[src/rtl/plot_pkg.sv]
// rtl/plot_pkg.sv - shared widths, screen geometry, state encoding and coordinate mapping
package plot_pkg;

    localparam int DEF_INTEGER_PART_WIDTH    = 8;
    localparam int DEF_FRACTIONAL_PART_WIDTH = 8;
    localparam int DEF_NUMBER_WIDTH          = DEF_INTEGER_PART_WIDTH + DEF_FRACTIONAL_PART_WIDTH;
    localparam int DEF_SCREEN_WIDTH          = 640;
    localparam int DEF_SCREEN_HEIGHT         = 480;
    localparam int DEF_X_ORIGIN              = 320;
    localparam int DEF_Y_ORIGIN              = 240;
    localparam int DEF_X_SCALE_LOG2          = 5;
    localparam int DEF_Y_SCALE_LOG2          = 5;
    localparam int DEF_PARSE_TIMEOUT         = 65535;

    typedef enum logic [3:0] {
        ST_IDLE        = 4'd0,
        ST_PARSE_START = 4'd1,
        ST_PARSE_WAIT  = 4'd2,
        ST_EVAL_START  = 4'd3,
        ST_EVAL_WAIT   = 4'd4,
        ST_MAP         = 4'd5,
        ST_PIXEL_WRITE = 4'd6,
        ST_NEXT_COL    = 4'd7,
        ST_FINISH      = 4'd8
    } plot_state_t;

    // Column index to fixed-point x; caller truncates to the number width.
    function automatic int col_to_x(input int col, input int x_origin, input int shift);
        return (col - x_origin) <<< shift;
    endfunction

    // Fixed-point y (already sign-extended) to screen row; shift floors toward -inf.
    function automatic int result_to_row(input int result, input int y_origin, input int shift);
        return y_origin - (result >>> shift);
    endfunction

endpackage

[src/rtl/plot_coord_map.sv]
// rtl/plot_coord_map.sv - column to x conversion and evaluator result to screen row mapping
module plot_coord_map import plot_pkg::*; #(
    parameter int NUMBER_WIDTH          = DEF_NUMBER_WIDTH,
    parameter int FRACTIONAL_PART_WIDTH = DEF_FRACTIONAL_PART_WIDTH,
    parameter int SCREEN_WIDTH          = DEF_SCREEN_WIDTH,
    parameter int SCREEN_HEIGHT         = DEF_SCREEN_HEIGHT,
    parameter int X_ORIGIN              = DEF_X_ORIGIN,
    parameter int Y_ORIGIN              = DEF_Y_ORIGIN,
    parameter int X_SCALE_LOG2          = DEF_X_SCALE_LOG2,
    parameter int Y_SCALE_LOG2          = DEF_Y_SCALE_LOG2,
    localparam int COL_W                = $clog2(SCREEN_WIDTH),
    localparam int ROW_W                = $clog2(SCREEN_HEIGHT)
) (
    input  logic                    clk,
    input  logic                    rst_n,
    input  logic [COL_W-1:0]        i_col,
    input  logic                    i_capture,
    input  logic [NUMBER_WIDTH-1:0] i_result,
    input  logic                    i_result_err,
    output logic [NUMBER_WIDTH-1:0] o_x,
    output logic [ROW_W-1:0]        o_row,
    output logic                    o_row_ok
);

    // Row arithmetic carries two extra bits so Y_ORIGIN minus any shifted result cannot wrap.
    localparam int RW = NUMBER_WIDTH + 2;
    localparam logic signed [RW-1:0] HEIGHT_S = RW'(SCREEN_HEIGHT);

    logic signed [RW-1:0] w_row_wide;
    logic                 w_row_ok;
    logic [ROW_W-1:0]     r_row;
    logic                 r_row_ok;

    // Combinational x for the requested column and candidate row for the incoming result.
    always_comb begin
        o_x        = NUMBER_WIDTH'(col_to_x(int'(i_col), X_ORIGIN,
                                            FRACTIONAL_PART_WIDTH - X_SCALE_LOG2));
        w_row_wide = RW'(result_to_row(int'($signed(i_result)), Y_ORIGIN,
                                       FRACTIONAL_PART_WIDTH - Y_SCALE_LOG2));
        w_row_ok   = !i_result_err && !w_row_wide[RW-1] && (w_row_wide < HEIGHT_S);
    end

    // Capture the mapped row and its visibility when the evaluator answers.
    always_ff @(posedge clk) begin
        if (!rst_n) begin
            r_row    <= '0;
            r_row_ok <= 1'b0;
        end else if (i_capture) begin
            r_row    <= w_row_wide[ROW_W-1:0];
            r_row_ok <= w_row_ok;
        end
    end

    assign o_row    = r_row;
    assign o_row_ok = r_row_ok;

endmodule

[src/rtl/plot_sequencer.sv]
// rtl/plot_sequencer.sv - plot pass controller: parse, then evaluate and draw one pixel per column
module plot_sequencer import plot_pkg::*; #(
    parameter int INTEGER_PART_WIDTH    = DEF_INTEGER_PART_WIDTH,
    parameter int FRACTIONAL_PART_WIDTH = DEF_FRACTIONAL_PART_WIDTH,
    parameter int SCREEN_WIDTH          = DEF_SCREEN_WIDTH,
    parameter int SCREEN_HEIGHT         = DEF_SCREEN_HEIGHT,
    parameter int X_ORIGIN              = DEF_X_ORIGIN,
    parameter int Y_ORIGIN              = DEF_Y_ORIGIN,
    parameter int X_SCALE_LOG2          = DEF_X_SCALE_LOG2,
    parameter int Y_SCALE_LOG2          = DEF_Y_SCALE_LOG2,
    parameter int PARSE_TIMEOUT         = DEF_PARSE_TIMEOUT,
    localparam int NUMBER_WIDTH         = INTEGER_PART_WIDTH + FRACTIONAL_PART_WIDTH,
    localparam int COL_W                = $clog2(SCREEN_WIDTH),
    localparam int ROW_W                = $clog2(SCREEN_HEIGHT)
) (
    input  logic                    clk,
    input  logic                    rst_n,
    input  logic                    start,
    output logic                    busy,
    output logic                    done,
    output logic                    error,
    output logic                    parser_start,
    input  logic                    parser_ready,
    output logic                    eval_start,
    output logic [NUMBER_WIDTH-1:0] eval_x,
    input  logic                    eval_done,
    input  logic [NUMBER_WIDTH-1:0] eval_result,
    input  logic                    eval_error,
    output logic                    pixel_valid,
    output logic [COL_W-1:0]        pixel_x,
    output logic [ROW_W-1:0]        pixel_y,
    input  logic                    pixel_ready
);

    localparam int TMO_W = $clog2(PARSE_TIMEOUT + 1);
    localparam logic [TMO_W-1:0] TMO_LAST = TMO_W'(PARSE_TIMEOUT - 1);
    localparam logic [COL_W-1:0] COL_LAST = COL_W'(SCREEN_WIDTH - 1);

    plot_state_t             r_state;
    plot_state_t             w_state_next;
    logic [COL_W-1:0]        r_col;
    logic [COL_W-1:0]        w_col_next;
    logic [TMO_W-1:0]        r_tmo;
    logic                    r_error;
    logic [NUMBER_WIDTH-1:0] r_eval_x;
    logic [COL_W-1:0]        r_pixel_x;
    logic [ROW_W-1:0]        r_pixel_y;
    logic                    w_capture;
    logic                    w_timeout;
    logic [NUMBER_WIDTH-1:0] w_next_x;
    logic [ROW_W-1:0]        w_map_row;
    logic                    w_map_ok;

    // x is computed for the column about to be evaluated, so it is ready in EVAL_START.
    plot_coord_map #(
        .NUMBER_WIDTH          (NUMBER_WIDTH),
        .FRACTIONAL_PART_WIDTH (FRACTIONAL_PART_WIDTH),
        .SCREEN_WIDTH          (SCREEN_WIDTH),
        .SCREEN_HEIGHT         (SCREEN_HEIGHT),
        .X_ORIGIN              (X_ORIGIN),
        .Y_ORIGIN              (Y_ORIGIN),
        .X_SCALE_LOG2          (X_SCALE_LOG2),
        .Y_SCALE_LOG2          (Y_SCALE_LOG2)
    ) u_coord_map (
        .clk          (clk),
        .rst_n        (rst_n),
        .i_col        (w_col_next),
        .i_capture    (w_capture),
        .i_result     (eval_result),
        .i_result_err (eval_error),
        .o_x          (w_next_x),
        .o_row        (w_map_row),
        .o_row_ok     (w_map_ok)
    );

    // Next-state, column advance and the single-cycle strobes decoded from the state.
    always_comb begin
        w_state_next = r_state;
        w_col_next   = r_col;
        w_capture    = 1'b0;
        w_timeout    = 1'b0;
        busy         = 1'b1;
        done         = 1'b0;
        parser_start = 1'b0;
        eval_start   = 1'b0;
        pixel_valid  = 1'b0;
        unique case (r_state)
            ST_IDLE: begin
                busy = 1'b0;
                if (start) begin
                    w_state_next = ST_PARSE_START;
                    w_col_next   = '0;
                end
            end
            ST_PARSE_START: begin
                parser_start = 1'b1;
                w_state_next = ST_PARSE_WAIT;
            end
            ST_PARSE_WAIT: begin
                if (parser_ready) begin
                    w_state_next = ST_EVAL_START;
                end else if (r_tmo == TMO_LAST) begin
                    w_timeout    = 1'b1;
                    w_state_next = ST_FINISH;
                end
            end
            ST_EVAL_START: begin
                eval_start   = 1'b1;
                w_state_next = ST_EVAL_WAIT;
            end
            ST_EVAL_WAIT: begin
                if (eval_done) begin
                    w_capture    = 1'b1;
                    w_state_next = ST_MAP;
                end
            end
            ST_MAP: begin
                w_state_next = w_map_ok ? ST_PIXEL_WRITE : ST_NEXT_COL;
            end
            ST_PIXEL_WRITE: begin
                pixel_valid = 1'b1;
                if (pixel_ready) begin
                    w_state_next = ST_NEXT_COL;
                end
            end
            ST_NEXT_COL: begin
                if (r_col == COL_LAST) begin
                    w_state_next = ST_FINISH;
                end else begin
                    w_col_next   = r_col + COL_W'(1);
                    w_state_next = ST_EVAL_START;
                end
            end
            ST_FINISH: begin
                busy         = 1'b0;
                done         = 1'b1;
                w_state_next = ST_IDLE;
            end
            default: begin
                busy         = 1'b0;
                w_state_next = ST_IDLE;
            end
        endcase
    end

    // State register and current column.
    always_ff @(posedge clk) begin
        if (!rst_n) begin
            r_state <= ST_IDLE;
            r_col   <= '0;
        end else begin
            r_state <= w_state_next;
            r_col   <= w_col_next;
        end
    end

    // Parser wait counter: cleared while pulsing the parser, counts each unready wait cycle.
    always_ff @(posedge clk) begin
        if (!rst_n) begin
            r_tmo <= '0;
        end else if (r_state == ST_PARSE_START) begin
            r_tmo <= '0;
        end else if (r_state == ST_PARSE_WAIT) begin
            r_tmo <= r_tmo + TMO_W'(1);
        end
    end

    // Sticky timeout flag, cleared only when a new pass is accepted.
    always_ff @(posedge clk) begin
        if (!rst_n) begin
            r_error <= 1'b0;
        end else if (r_state == ST_IDLE && start) begin
            r_error <= 1'b0;
        end else if (w_timeout) begin
            r_error <= 1'b1;
        end
    end

    // eval_x loads on entry to EVAL_START and holds through the evaluator wait.
    always_ff @(posedge clk) begin
        if (!rst_n) begin
            r_eval_x <= '0;
        end else if (w_state_next == ST_EVAL_START) begin
            r_eval_x <= w_next_x;
        end
    end

    // Pixel coordinates load on entry to PIXEL_WRITE and hold until the handshake completes.
    always_ff @(posedge clk) begin
        if (!rst_n) begin
            r_pixel_x <= '0;
            r_pixel_y <= '0;
        end else if (r_state == ST_MAP && w_map_ok) begin
            r_pixel_x <= r_col;
            r_pixel_y <= w_map_row;
        end
    end

    assign error   = r_error;
    assign eval_x  = r_eval_x;
    assign pixel_x = r_pixel_x;
    assign pixel_y = r_pixel_y;

endmodule
[config.mk]
export PLATFORM = sky130hd
export DESIGN_NAME = plot_sequencer
export DESIGN_NICKNAME = d
export VERILOG_FILES = /design/src/rtl/plot_pkg.sv /design/src/rtl/plot_coord_map.sv /design/src/rtl/plot_sequencer.sv
export SDC_FILE = /design/constraint.sdc
export NUM_CORES = 1
export LEC_CHECK = 0
export ABC_AREA = 1
export CAP_MARGIN = 0
export CORE_ASPECT_RATIO = 1.2
export CORE_UTILIZATION = 57
export DETAILED_ROUTE_END_ITERATION = 7
export PLACE_DENSITY = 0.95
export SETUP_SLACK_MARGIN = 0.2
export SYNTH_ARGS = -nofsm -noshare
export SYNTH_HDL_FRONTEND = slang
export SYNTH_SLANG_ARGS = --single-unit
[constraint.sdc]
create_clock -name clk -period 2.6 [get_ports clk]
set_input_delay 0.52 -clock clk [delete_from_list [all_inputs] [get_ports clk]]
set_output_delay 0.52 -clock clk [all_outputs]
set_load 0.005 [all_outputs]
==> results of run 1 <==
[stage by stage]
step,power (mW),instance area [um^2],util
after floorplan,1.32,3660,-
after global placement,1.42,4280,0.698
after detailed placement,1.43,4280,0.698
after CTS,2.41,4510,0.735
after global routing,2.51,4510,0.736
final,2.42,4510,0.736
[worst max-delay path, cell delays in order (launching register included)]
cell,delay (ns)
dfxtp_1,0.41
inv_1,0.08
nor2_1,0.23
nand2_1,0.11
inv_1,0.10
clkdlybuf4s50_1,0.50
[repair_timing]
action | CTS | global route
resized for setup | 0 | 2
setup buffers | 0 | 0
endpoints found under the setup margin | 0 | 1
[routing by layer]
metal  track usage  wire (um)  vias to the layer above
met5             0          0                        -
met1         0.327       3900                     1703
met2         0.515       4580                      123
met3        0.0639        434                       21
li1              -          -                     1864
met4         0.131        183                        0
[kinds of logic (layout without fill, tap and decap cells)]
group / Yosys count / after routing
buffers and inverters: 75 / 137
DFF: 71 / 71
and+or+nand+nor: 306 / 306
xor gates and xnor gates: 11 / 11
other: 1 / 3
AOI/OAI and AO/OA: 78 / 78
adders and majority gates: 5 / 5
[layout make-up]
| type | instances | area share |
|---|---|---|
| flip-flops and latches | 71 | 0.315 |
| multi-input cells | 403 | 0.427 |
| repair buffers | 63 | 0.136 |
| inverters | 58 | 0.0483 |
| well taps | 82 | 0.0227 |
| clock buffers | 9 | 0.0275 |
| clock inverters | 7 | 0.0225 |
[synth_stat cells (2+ instances only)]
| library cell | count |
|---|---|
| nor2_2 | 3 |
| nor2_4 | 4 |
| a21oi_1 | 45 |
| nor2_1 | 85 |
| nor3_1 | 5 |
| buf_6 | 2 |
| nor4_1 | 2 |
| buf_4 | 5 |
| o21ai_0 | 22 |
| nand2_1 | 140 |
| nand2_4 | 2 |
| clkbuf_1 | 7 |
| a211oi_1 | 2 |
| nand3b_1 | 4 |
| dfxtp_1 | 71 |
| ha_1 | 5 |
| nor3_2 | 2 |
| nand4_1 | 4 |
| xnor2_1 | 4 |
| nand2_2 | 4 |
| nand3_1 | 49 |
| buf_2 | 3 |
| inv_1 | 54 |
| inv_2 | 2 |
| clkinv_1 | 2 |
| xor2_1 | 7 |
| o211ai_1 | 3 |
[worst min-delay path by stage]
stage | start | endpoint | slack, ns | depth (start not counted)
after floorplan | error | error | 0.44 | 2
after global placement | error | error | 0.44 | 2
after detailed placement | error | error | 0.45 | 2
after CTS | error | error | 0.46 | 2
after global routing | error | error | 0.48 | 2
final | error | error | 0.46 | 2
[power groups by stage]
| stage | sequential (mW) | clock (mW) | combinational, mW |
|---|---|---|---|
| 3_5_place_dp | 1.15 | 0 | 0.282 |
| 2_1_floorplan | 1.15 | 0 | 0.170 |
| 5_1_grt | 1.13 | 1.06 | 0.315 |
| 3_3_place_gp | 1.15 | 0 | 0.273 |
| 6_report | 1.13 | 1.00 | 0.286 |
| 4_1_cts | 1.13 | 1.00 | 0.284 |
[layout by cell type (no fill, tap or decap), types with 2 or more instances in the layout]
| cell type | instances |
|---|---|
| a211oi_1 | 2 |
| a21oi_1 | 45 |
| buf_4 | 6 |
| bufinv_16 | 2 |
| clkbuf_8 | 9 |
| clkdlybuf4s50_1 | 57 |
| clkinv_1 | 2 |
| conb_1 | 3 |
| dfxtp_1 | 70 |
| ha_1 | 5 |
| inv_1 | 54 |
| inv_2 | 2 |
| inv_6 | 2 |
| nand2_1 | 140 |
| nand2_2 | 4 |
| nand2_4 | 2 |
| nand3_1 | 49 |
| nand3b_1 | 4 |
| nand4_1 | 4 |
| nor2_1 | 85 |
| nor2_2 | 2 |
| nor2_4 | 5 |
| nor3_1 | 5 |
| nor3_2 | 2 |
| nor4_1 | 2 |
| o211ai_1 | 3 |
| o21ai_0 | 22 |
| xnor2_1 | 4 |
| xor2_1 | 7 |
[registers in the layout, indices dropped and copies added (netlist names)]
signal,cells
pixel_y,9
r_tmo,16
error,1
r_state,4
pixel_x,10
r_col,10
eval_x,11
u_coord_map.o_row,9
u_coord_map.o_row_ok,1
==> metrics.md, run 1 <==
| Metric | Value |
|---|---|
| Status | complete, no violations |
| Die Ht | 89.7 um |
| Warnings from Yosys | 0 |
| Worst Tran Pin Value | 0.664 ns |
| Sequential cell area | 1420 um^2 |
| Internal cell power | 1.78 mW |
| Number of synthesized register bits | 71 |
| Distinct cell type count after synthesis | 36 |
| CTS root buffer | clkbuf_8 |
| Post-Place Setup Slack | 0.302 ns |
| Netlist Area Pre-Place | 3660 um^2 |
| RR Endpoint | eval_x[14] |
| Power Density | 536 nW/um^2 |
| Sw Pwr | 632 uW |
| Layout cells sized above 1 | 0.0687 |
| Mapped Avg Cell Area | 6.68 um^2 |
| Cell count after placement | 677 |
| Final period util | 0.885 |
| Largest net degree at the start of global routing | 37 |
| Startpoint class of the critical path | register |
| Area share of and/or/nand/nor cells after synthesis | 0.363 |
| Nature of the critical path endpoint | output pin |
| CP Max Fanout | 4 |
| Post-synth top area cell | dfxtp_1 |
| Number of flops mapped to enable cells by yosys | 0 |
| Post-route minimum period | 2.30 ns |
| RePlAce Congestion | 0.905 |
| Clk_lat worst skew | 0.36 ns |
| Worst slew margin | 0.556 |
| R2r worst-path depth | 12 |
| Fin. Hold Viols | 0 |
| Clk network pwr share | 0.414 |
| Max Clock Freq | 0.435 GHz |
| Gate power share | 0.119 |
| IO buf count | 57 |
| Final setup viols | 0 |
| Register share of total power | 0.467 |
| Core Area | 6130 um^2 |
| Synth Area in XOR/XNOR | 0.0264 |
| Hold_ws | 0.456 ns |
| DIE AREA | 6740 um^2 |
| Max-cap violations | 0 |
| Worst R2R Start | r_col[1] |
| Synth Area in Adders | 0.0171 |
| Final nets | 634 |
| Avg WL per Cell | 13.1 um |
| Initial antenna violation count | 0 |
| Max-slew violation count | 0 |
| # IOs | 64 |
| CP endpoint | pixel_valid |
| Vias in the first global route | 3,666 |
| Rows | 31 |
| Clock sink count | 71 |
| WS Path Type | register to output pin |
| DR vias/cell | 5.35 |
| DR DRC count | 0 |
| P&R area growth vs syn | 23.4% |
| Crit path required time | 2.08 ns |
| Compound-Gate Fraction of Synth Area | 0.117 |
| Critical Path Start | r_state[2] |
| Final cell count without fillers | 693 |
| HPWL Detailed | 6490 um |
| GR Overflow Total | 0 |
| Initial core utilization | 0.597 |
| Main area contributors after synthesis | dfxtp_1 39%, nand2_1 14%, nor2_1 8.7%, nand3_1 6.7%, a21oi_1 6.2% |
| Synth top area share | 0.389 |
| Multi-input logic area | 1930 um^2 |
| Main combinational cell family by area after synthesis | simple AND/OR/NAND/NOR gates |
| Sequential area share after synthesis | 0.389 |
| Drt first pass iters | 5 |
| Total CTS buffers | 9 |
| WP data arrival | 1.78 ns |
| Hold Crit Class | register to register |
| Setup TNS | 0 ns |
| Maximum vdd ir drop | 0.000324 V |
| Filler cells | 506 |
| Die width | 75.1 um |
| RSZ-0062 raised after global routing | false |
| # diodes | 0 |
| CTS tree | done |
| GRT Total Usage | 0.293 |
| Pleak | 1.81 nW |
| Cells after Synth | 547 |
| Switching portion of total power | 0.262 |
| Remaining antenna violation count | 0 |
| DRT Wirelength | 9100 um |
| H-tree Lvls | 3 |
| Main synth FF type | dfxtp_1 |
| Maximum clock insertion buffer count | 2 |
| Clock slew at reported path FFs | 0.08 ns |
| First-pass GRT wire length | 15,500 um |
| R2R Setup Slk | 0.52 ns |
| Worst Slack Setup Final | 0.299 ns |
| Worst clock skew | 0.0164 ns |
| Multiplexer area fraction after synthesis | 0 |
| Post-synth ARST share | 0 |
| Hold_buf cts | 0 |
| Via count | 3,711 |
| DR iter-0 viols | 264 |
No activity file was read; power rests on OpenSTA's default activity.
==> run 2: changes to the inputs <==
- CORE_UTILIZATION: 57 -> 59
- CTS_BUF_LIST: default -> sky130_fd_sc_hd__clkbuf_4 sky130_fd_sc_hd__clkbuf_8
- CTS_CLUSTER_SIZE: default -> 16
- GPL_ROUTABILITY_DRIVEN: default -> 0
==> metrics.md, run 2 (synthesized netlist as in run 1, its figures left out) <==
| Metric | Value |
|---|---|
| Final setup viols | 0 |
| GR Overflow Total | 0 |
| DR iter-0 viols | 261 |
| Max Clock Freq | 0.418 GHz |
| Final period util | 0.920 |
| Maximum vdd ir drop | 0.000404 V |
| RSZ-0062 raised after global routing | true |
| Layout cells sized above 1 | 0.0703 |
| Clk_lat worst skew | 0.36 ns |
| Total CTS buffers | 9 |
| Filler cells | 445 |
| Die width | 73.9 um |
| Rows | 31 |
| Maximum clock insertion buffer count | 2 |
| Worst R2R Start | r_col[1] |
| CP endpoint | parser_start |
| Clock slew at reported path FFs | 0.08 ns |
| DIE AREA | 6520 um^2 |
| Nature of the critical path endpoint | output pin |
| Status | complete, no violations |
| Via count | 3,841 |
| Most common cell after layout, fill and taps aside | nand2_1 |
| Post-CTS Setup Inserts | 0 |
| Fin. Hold Viols | 0 |
| Worst clock skew | 0.00765 ns |
| GRT Total Usage | 0.307 |
| Initial antenna violation count | 0 |
| Setup TNS | 0 ns |
| CTS root buffer | clkbuf_8 |
| P&R area growth vs syn | 23.5% |
| Startpoint class of the critical path | register |
| Remaining antenna violation count | 0 |
| R2r worst-path depth | 12 |
| Max-cap violations | 0 |
| Largest Register | r_tmo |
| Max-slew violation count | 0 |
| Hold_ws | 0.456 ns |
| Die Ht | 88.2 um |
| Vias in the first global route | 3,570 |
| CP Max Fanout | 7 |
| HPWL Detailed | 6580 um |
| R2R Setup Slk | 0.50 ns |
| DR vias/cell | 5.53 |
| Avg WL per Cell | 13.6 um |
| # IOs | 64 |
| Post-route minimum period | 2.39 ns |
| Initial core utilization | 0.608 |
| Crit path required time | 2.08 ns |
| Overall power | 2.42 mW |
| Clock sink count | 71 |
| # diodes | 0 |
| Max FFs per register | 16 |
| Pleak | 1.81 nW |
| Drt first pass iters | 5 |
| RR Endpoint | eval_x[14] |
| Final nets | 635 |
| Hold Crit Class | register to register |
| Most frequent cells in the layout | 140 x nand2_1, 84 x nor2_1, 71 x dfxtp_1 |
| DRT Wirelength | 9460 um |
| First-pass GRT wire length | 15,300 um |
| H-tree Lvls | 3 |
| WP data arrival | 1.87 ns |
| CTS tree | done |
| Power Density | 536 nW/um^2 |
| IO buf count | 57 |
| DR DRC count | 0 |
| Critical Path Start | r_state[3] |
| Core Area | 6010 um^2 |
| Largest net degree at the start of global routing | 37 |
| WS Path Type | register to output pin |
## run 2: cell types whose count changed in the layout (fill, tap and decap cells not counted)
cell and change:
inv_6 +1, dfxtp_1 +1, nor2_1 -1, nor2_4 -1, clkinv_2 -1, clkinv_4 +1
nor2_2 +2, buf_4 +1, inv_8 -1, dfxtp_2 -1
## run 2: worst min path at each step
stage,start,end,slack (ns),cells after the start
after floorplan,error,error,0.44,2
after global placement,error,error,0.44,2
after detailed placement,error,error,0.44,2
after CTS,error,error,0.45,2
after global routing,error,error,0.48,2
final,error,error,0.46,2
## run 2: layout make-up
class / instances / area (um^2) / share of cell area
Timing Repair Buffer: 64 / 623 / 0.138
Multi-Input combinational cell: 403 / 1930 / 0.426
Sequential cell: 71 / 1420 / 0.315
Clock inverter: 7 / 103 / 0.0227
Inverter: 58 / 218 / 0.0482
Clock buffer: 9 / 124 / 0.0274
Tap cell: 82 / 103 / 0.0227
## run 2: metrics by stage
stage / cells / utilization / setup WS [ns] / instance area (um^2)
floorplan: 549 / - / 0.868 / 3660
global placement: 678 / 0.713 / 0.408 / 4290
detailed placement: 678 / 0.713 / 0.319 / 4290
CTS: 694 / 0.751 / 0.242 / 4510
global route: 694 / 0.751 / 0.188 / 4520
finish: 694 / 0.751 / 0.207 / 4520
## run 2: repair_timing
item                                    in CTS  in global routing
gates resized for setup                      0                  1
hold buffers                                 0                  0
endpoints found under the hold margin        0                  0
endpoints found under the setup margin       0                  2
## run 2: report_power, final
| part | internal (mW) | switching (mW) |
|---|---|---|
| clock | 0.551 | 0.456 |
| combinational | 0.123 | 0.162 |
| sequential | 1.11 | 0.0199 |
## run 2: layer usage
layer  routed length, um  track usage  up-vias
met5                   0            0        -
met4                 322        0.163        0
met3                 660       0.0774       35
met2                4880        0.546      167
met1                3600        0.331     1780
li1                    -            -     1859
## run 2: worst max-delay path, cell delays in order, from the launching register on
cell,delay [ns]
dfxtp_1,0.37
nor2_2,0.34
inv_1,0.08
nor2_1,0.20
clkdlybuf4s50_1,0.54
